`src/rtl/apb_mux_tmo_if.sv`:
```
// Bus bundle for apb_mux_tmo: the APB master side plus the fan-out to SLAVES peripherals.
// 'master' is the environment view (bridge and peripherals); 'slave' is the mux's own view.
interface apb_mux_tmo_if #(
  parameter int PADDR_SIZE = 8,
  parameter int PDATA_SIZE = 8,
  parameter int SLAVES     = 8
);
  logic                                 MST_PSEL;
  logic                                 MST_PENABLE;
  logic [PADDR_SIZE-1:0]                MST_PADDR;
  logic [PDATA_SIZE-1:0]                MST_PRDATA;
  logic                                 MST_PREADY;
  logic                                 MST_PSLVERR;

  logic [SLAVES-1:0]                    SLV_PSEL;
  logic [SLAVES-1:0][PDATA_SIZE-1:0]    SLV_PRDATA;
  logic [SLAVES-1:0]                    SLV_PREADY;
  logic [SLAVES-1:0]                    SLV_PSLVERR;

  modport master (
    output MST_PSEL, MST_PENABLE, MST_PADDR,
    output SLV_PRDATA, SLV_PREADY, SLV_PSLVERR,
    input  MST_PRDATA, MST_PREADY, MST_PSLVERR,
    input  SLV_PSEL
  );

  modport slave (
    input  MST_PSEL, MST_PENABLE, MST_PADDR,
    input  SLV_PRDATA, SLV_PREADY, SLV_PSLVERR,
    output MST_PRDATA, MST_PREADY, MST_PSLVERR,
    output SLV_PSEL
  );
endinterface

```
`src/rtl/apb_mux_tmo.sv`:
```
// APB4 address decoder / read-data multiplexer with a default error slave for unmapped
// addresses and an access-phase watchdog that aborts transfers to unresponsive slaves.
module apb_mux_tmo #(
  parameter int PADDR_SIZE = 8,
  parameter int PDATA_SIZE = 8,
  parameter int SLAVES     = 8,
  parameter int TIMEOUT    = 16,
  localparam int SLV_W     = (SLAVES > 1) ? $clog2(SLAVES) : 1
) (
  input  logic                                PCLK,
  input  logic                                PRESET,
  apb_mux_tmo_if.slave                        bus,
  input  logic [SLAVES-1:0][PADDR_SIZE-1:0]   slv_addr,
  input  logic [SLAVES-1:0][PADDR_SIZE-1:0]   slv_mask,
  output logic                                err_unmapped,
  output logic                                err_timeout,
  output logic [SLV_W-1:0]                    err_slv
);

  localparam int CNT_W    = (TIMEOUT > 0) ? $clog2(TIMEOUT + 1) : 1;
  localparam bit TMO_EN   = (TIMEOUT > 0);
  localparam int TMO_LAST = (TIMEOUT > 0) ? TIMEOUT - 1 : 0;

  localparam logic [1:0] ST_IDLE    = 2'd0;
  localparam logic [1:0] ST_ACC     = 2'd1;
  localparam logic [1:0] ST_ACC_DEF = 2'd2;

  logic [1:0]        state;
  logic [CNT_W-1:0]  cnt;
  logic [SLV_W-1:0]  idx;

  logic              setup;
  logic              hit;
  logic [SLV_W-1:0]  hit_idx;
  logic              tmo_last;
  logic              timeout_hit;

  logic [SLAVES-1:0]     psel;
  logic [PDATA_SIZE-1:0] prdata;
  logic                  pready;
  logic                  pslverr;

  assign setup    = bus.MST_PSEL & ~bus.MST_PENABLE;
  assign tmo_last = TMO_EN && (cnt == CNT_W'(TMO_LAST));

  // Walking downwards lets the lowest matching index overwrite any higher one.
  always_comb begin
    hit     = 1'b0;
    hit_idx = '0;
    for (int s = SLAVES - 1; s >= 0; s--) begin
      if ((bus.MST_PADDR & slv_mask[s]) == (slv_addr[s] & slv_mask[s])) begin
        hit     = 1'b1;
        hit_idx = SLV_W'(s);
      end
    end
  end

  // NOTE: every output gets a default before the case so no path leaves one unassigned (no latches).
  always_comb begin
    psel        = '0;
    prdata      = '0;
    pready      = 1'b0;
    pslverr     = 1'b0;
    timeout_hit = 1'b0;
    case (state)
      ST_IDLE: begin
        if (setup && hit) psel[hit_idx] = 1'b1;
      end
      ST_ACC: begin
        if (bus.MST_PSEL) begin
          psel[idx] = 1'b1;
          prdata    = bus.SLV_PRDATA[idx];
          pready    = bus.SLV_PREADY[idx];
          pslverr   = bus.SLV_PSLVERR[idx];
          // A late PREADY in the last allowed cycle still wins over the abort.
          if (!bus.SLV_PREADY[idx] && tmo_last) begin
            prdata      = '0;
            pready      = 1'b1;
            pslverr     = 1'b1;
            timeout_hit = 1'b1;
          end
        end
      end
      ST_ACC_DEF: begin
        if (bus.MST_PSEL) begin
          pready  = 1'b1;
          pslverr = 1'b1;
        end
      end
      default: ;
    endcase
  end

  assign bus.SLV_PSEL    = psel;
  assign bus.MST_PRDATA  = prdata;
  assign bus.MST_PREADY  = pready;
  assign bus.MST_PSLVERR = pslverr;

  // NOTE: sequential state uses non-blocking assignments so every register samples pre-edge values.
  always_ff @(posedge PCLK or posedge PRESET) begin
    if (PRESET) begin
      state        <= ST_IDLE;
      cnt          <= '0;
      idx          <= '0;
      err_unmapped <= 1'b0;
      err_timeout  <= 1'b0;
      err_slv      <= '0;
    end else begin
      err_unmapped <= 1'b0;
      err_timeout  <= 1'b0;
      case (state)
        ST_IDLE: begin
          cnt <= '0;
          if (setup) begin
            idx   <= hit_idx;
            state <= hit ? ST_ACC : ST_ACC_DEF;
          end
        end
        ST_ACC: begin
          if (!bus.MST_PSEL) begin
            state <= ST_IDLE;
            cnt   <= '0;
          end else if (pready) begin
            state <= ST_IDLE;
            cnt   <= '0;
            if (timeout_hit) begin
              err_timeout <= 1'b1;
              err_slv     <= idx;
            end
          end else if (cnt != {CNT_W{1'b1}}) begin
            cnt <= cnt + CNT_W'(1);
          end
        end
        ST_ACC_DEF: begin
          state <= ST_IDLE;
          cnt   <= '0;
          if (bus.MST_PSEL) err_unmapped <= 1'b1;
        end
        default: begin
          state <= ST_IDLE;
          cnt   <= '0;
        end
      endcase
    end
  end

endmodule

```
`src/flat_wrapper.sv`:
```
// flat-port wrapper written by rule: the top's interface ports become plain ports
module apb_mux_tmo_flat 
#(
  parameter int PADDR_SIZE = 8,
  parameter int PDATA_SIZE = 8,
  parameter int SLAVES     = 8,
  parameter int TIMEOUT    = 16,
  localparam int SLV_W     = (SLAVES > 1) ? $clog2(SLAVES) : 1
)
  (PCLK, PRESET, slv_addr, slv_mask, err_unmapped, err_timeout, err_slv, bus_MST_PSEL, bus_MST_PENABLE, bus_MST_PADDR, bus_SLV_PRDATA, bus_SLV_PREADY, bus_SLV_PSLVERR, bus_MST_PRDATA, bus_MST_PREADY, bus_MST_PSLVERR, bus_SLV_PSEL);
  apb_mux_tmo_if #(.PADDR_SIZE(PADDR_SIZE), .PDATA_SIZE(PDATA_SIZE), .SLAVES(SLAVES)) bus_i ();
  input  logic PCLK;
  input  logic PRESET;
  input  logic [SLAVES-1:0][PADDR_SIZE-1:0] slv_addr;
  input  logic [SLAVES-1:0][PADDR_SIZE-1:0] slv_mask;
  output logic err_unmapped;
  output logic err_timeout;
  output logic [SLV_W-1:0] err_slv;
  input wire logic [$bits(bus_i.MST_PSEL)-1:0] bus_MST_PSEL;
  input wire logic [$bits(bus_i.MST_PENABLE)-1:0] bus_MST_PENABLE;
  input wire logic [$bits(bus_i.MST_PADDR)-1:0] bus_MST_PADDR;
  input wire logic [$bits(bus_i.SLV_PRDATA)-1:0] bus_SLV_PRDATA;
  input wire logic [$bits(bus_i.SLV_PREADY)-1:0] bus_SLV_PREADY;
  input wire logic [$bits(bus_i.SLV_PSLVERR)-1:0] bus_SLV_PSLVERR;
  output wire logic [$bits(bus_i.MST_PRDATA)-1:0] bus_MST_PRDATA;
  output wire logic [$bits(bus_i.MST_PREADY)-1:0] bus_MST_PREADY;
  output wire logic [$bits(bus_i.MST_PSLVERR)-1:0] bus_MST_PSLVERR;
  output wire logic [$bits(bus_i.SLV_PSEL)-1:0] bus_SLV_PSEL;
  assign bus_i.MST_PSEL = bus_MST_PSEL;
  assign bus_i.MST_PENABLE = bus_MST_PENABLE;
  assign bus_i.MST_PADDR = bus_MST_PADDR;
  assign bus_i.SLV_PRDATA = bus_SLV_PRDATA;
  assign bus_i.SLV_PREADY = bus_SLV_PREADY;
  assign bus_i.SLV_PSLVERR = bus_SLV_PSLVERR;
  assign bus_MST_PRDATA = bus_i.MST_PRDATA;
  assign bus_MST_PREADY = bus_i.MST_PREADY;
  assign bus_MST_PSLVERR = bus_i.MST_PSLVERR;
  assign bus_SLV_PSEL = bus_i.SLV_PSEL;
  apb_mux_tmo #(.PADDR_SIZE(PADDR_SIZE), .PDATA_SIZE(PDATA_SIZE), .SLAVES(SLAVES), .TIMEOUT(TIMEOUT)) u_core (.PCLK(PCLK), .PRESET(PRESET), .bus(bus_i), .slv_addr(slv_addr), .slv_mask(slv_mask), .err_unmapped(err_unmapped), .err_timeout(err_timeout), .err_slv(err_slv));
endmodule
```
`config.mk`:
```
export PLATFORM = sky130hd
export DESIGN_NAME = apb_mux_tmo_flat
export DESIGN_NICKNAME = d
export VERILOG_FILES = /design/src/rtl/apb_mux_tmo_if.sv /design/src/rtl/apb_mux_tmo.sv /design/src/flat_wrapper.sv
export SDC_FILE = /design/constraint.sdc
export NUM_CORES = 1
export LEC_CHECK = 0
export CAP_MARGIN = 20
export CELL_PAD_IN_SITES_DETAIL_PLACEMENT = 1
export CELL_PAD_IN_SITES_GLOBAL_PLACEMENT = 1
export CORE_MARGIN = 4
export CORE_UTILIZATION = 22
export DETAILED_ROUTE_END_ITERATION = 10
export PLACE_DENSITY = 0.9
export SYNTH_ARGS = -nofsm -noshare
export SYNTH_HDL_FRONTEND = slang
export SYNTH_SLANG_ARGS = --single-unit
```
`constraint.sdc`:
```
create_clock -name PCLK -period 6.6 [get_ports PCLK]
set_input_delay 1.65 -clock PCLK [delete_from_list [all_inputs] [get_ports PCLK]]
set_output_delay 1.65 -clock PCLK [all_outputs]
set_load 0.03 [all_outputs]
```
==> flow_summary.json <==
{
  "status": "finished, final reports clean",
  "ys.flop_type": "dfrtp_1",
  "synth_area_leaders": "xor2_1, dfrtp_1, a22oi_1",
  "relSlewSlack_pct": 57.0,
  "grt_antenna_before_repair": 0,
  "cp_top_family": "buffers and inverters",
  "design.core.area_mm2": 0.0115,
  "via_per_inst": 5.00,
  "antenna_cells": 0,
  "synth_compound_area_share_pct": 21.8,
  "slowest_delay_ps": 710,
  "cpMostUsedCell": "clkdlybuf4s50_1",
  "final_nets": 760,
  "clkTransAtPathRegs_ps": 50,
  "dp_hpwl_um": 12800,
  "criticalPathCategory": "in -> out",
  "irDropWorstVdd_uv": 75.4,
  "drive_gt1_share_pct": 5.82,
  "r2r_slack_ps": 4100,
  "ys_seq_area_share_pct": 14.4,
  "crit_arrival_ps": 4660,
  "yosysTopAreaCell": "xor2_1",
  "max_freq_mhz": 158,
  "hold_buffers": 0,
  "fin_skew_ps": 4.23,
  "worst-slew-pin-transition_ps": 644,
  "drtIter0Drc": 189,
  "cts_max_level": 1,
  "layout_setup_ws_ps": 288,
  "gp_congestion": 0.871,
  "first_pass_iters": 4,
  "synth_cells": 301,
  "syn_nets": 527,
  "synth_top_family_by_area": "XOR/XNOR gates",
  "async_flop_share_pct": 100,
  "cts_buffers": 3,
  "required_ps": 4950,
  "tritoncts": "built",
  "startpoint_type": "input pin",
  "cts_setup_buffers": 0,
  "via_count": 3378,
  "dieArea_mm2": 0.0137,
  "power.density_mw_per_mm2": 176,
  "track_usage_pct": 19.5,
  "synth_area_mm2": 0.00261,
  "yosysTopAreaCellShare_pct": 21.8,
  "synthSimpleGateAreaFrac_pct": 15.7,
  "cts_buffer_depth": 2,
  "start_util_pct": 22.7,
  "fp-row-count": 39,
  "synth_warnings": 0,
  "wl_per_cell_um": 20.9,
  "setup_viol": 0,
  "hp-class": "reg -> reg",
  "leakagePower_nw": 2.02,
  "grt_pass1_wl_um": 20100,
  "cts_resized": 0,
  "clock_sinks": 15,
  "path_max_fanout": 8,
  "synth_cell_types": 53,
  "layout_commonest_cell": "clkdlybuf4s50_1",
  "route.antenna.remaining_nets": 0,
  "port_buffers": 242,
  "fin_crit_ps": 6310,
  "synth_edf_count": 0,
  "synth-seq-cells": 15,
  "cp_cell_sequence": "clkdlybuf4s50_1, xor2_1, a22oi_1, nand4_1, nand2b_4, or4b_1, o22ai_1, clkdlybuf4s50_1",
  "die_height_um": 117,
  "layout_common_cells": "clkdlybuf4s50_1, xor2_1, a22oi_1",
  "syn_to_final_growth_pct": 98.9,
  "synth-xor-area-share_pct": 22.8,
  "grt_max_degree": 22,
  "drc": 0,
  "cp_slowest_cell": "clkdlybuf4s50_1",
  "maxCapViolations": 0,
  "synthAdderAreaFrac_pct": 2.88,
  "cts-root-buf": "clkbuf_16",
  "finalCritPeriodShare_pct": 95.6,
  "ioPinCount": 243,
  "gr-total-overflow": 0,
  "cp_num_buf_inv": 2,
  "maxSlewViolCount": 0,
  "insertion_delay_ps": 250,
  "post-place-ws_ps": 266,
  "hold_viol": 0,
  "grt_pass1_vias": 3810,
  "fin_hold_ws_ps": 520,
  "setup_tns_ps": 0,
  "avgSynthCellArea_um2": 8.67,
  "die_w_um": 117,
  "synth_mux_area_share_pct": 15.8,
  "crit_path_end_kind": "primary output",
  "drt_wl_total_um": 14200,
  "rsz0062_at_grt": "false"
}
-- metrics by stage --
stage	instance area (um^2)	utilization, %	instances	total power, mW
global route	5190	45.1	676	0.976
CTS	5190	45.1	676	0.919
floorplan	2610	-	301	0.530
global placement	5110	44.4	672	0.774
detailed placement	5110	44.4	672	0.794
finish	5190	45.1	676	0.911
-- area by class of cell --
type,count,area (um^2)
clock inverters,1,5.00
repair buffers,246,2450
multi-input cells,256,2060
inverters,12,45.0
fillers,1343,6320
well taps,143,179
flip-flops and latches,15,375
clock buffers,3,75.1
-- power breakdown --
group	switching (mW)	internal [mW]
Sequential	0.0489	0.109
Combinational	0.306	0.329
Clock	0.0376	0.0809
Total	0.393	0.519
-- cell usage after synthesis, types with 6 or more instances --
cell type and n:
mux2i_1 13, mux4_2 10, o22ai_1 7, buf_6 6
o21ai_0 8, inv_1 12, ha_1 6, nor2_1 21
a21oi_1 8, xor2_1 65, nand4_1 6, nand3_1 8
nand2_1 20, a22oi_1 32, dfrtp_1 15
-- metal layers --
layer	track usage (%)	wire, um	share of wire, %	vias up
met3	5.71	1390	9.8	18
li1	-	-	-	1585
met5	0	0	0	-
met4	5.43	325	2.3	0
met2	39.7	7750	55	188
met1	18.5	4690	33	1587
-- worst paths after layout --
| check | start | end | depth (start not counted) |
|---|---|---|---|
| setup / recovery | bus_MST_PADDR[7] | bus_SLV_PSEL[6] | 8 |
| hold / removal | u_core.err_slv[2]$_DFFE_PP0P_ | u_core.err_slv[2]$_DFFE_PP0P_ | 1 |
| setup reg to reg | u_core.idx[2]$_DFFE_PP0P_ | u_core.err_slv[0]$_DFFE_PP0P_ | 6 |
| hold reg to reg | u_core.err_slv[2]$_DFFE_PP0P_ | u_core.err_slv[2]$_DFFE_PP0P_ | 1 |
| max in group asynchronous | PRESET | u_core.cnt[4]$_DFFE_PP0P_ | 2 |
| min in group asynchronous | PRESET | u_core.cnt[2]$_DFFE_PP0P_ | 2 |
-- logic make-up after synthesis --
kind of cell | Yosys count
and+or+nand+nor | 77
buffers and inverters | 30
AOI/OAI and AO/OA | 79
adders and majority gates | 6
xor gates and xnor gates | 67
muxes | 27
DFF | 15
-- worst register-to-register path, stage by stage, from the launching register on --
cell	delay, ps
dfrtp_1	700
buf_4	330
o21ai_1	130
a221oi_2	320
nand2_1	150
or3_4	430
mux2_4	310
-- sequential cells by signal (all words and copies together) (netlist names) --
signal,count
u_core.err_unmapped,1
u_core.cnt,5
u_core.err_slv,3
u_core.err_timeout,1
u_core.idx,3
u_core.state,2
(Power assumes the default switching activity.)
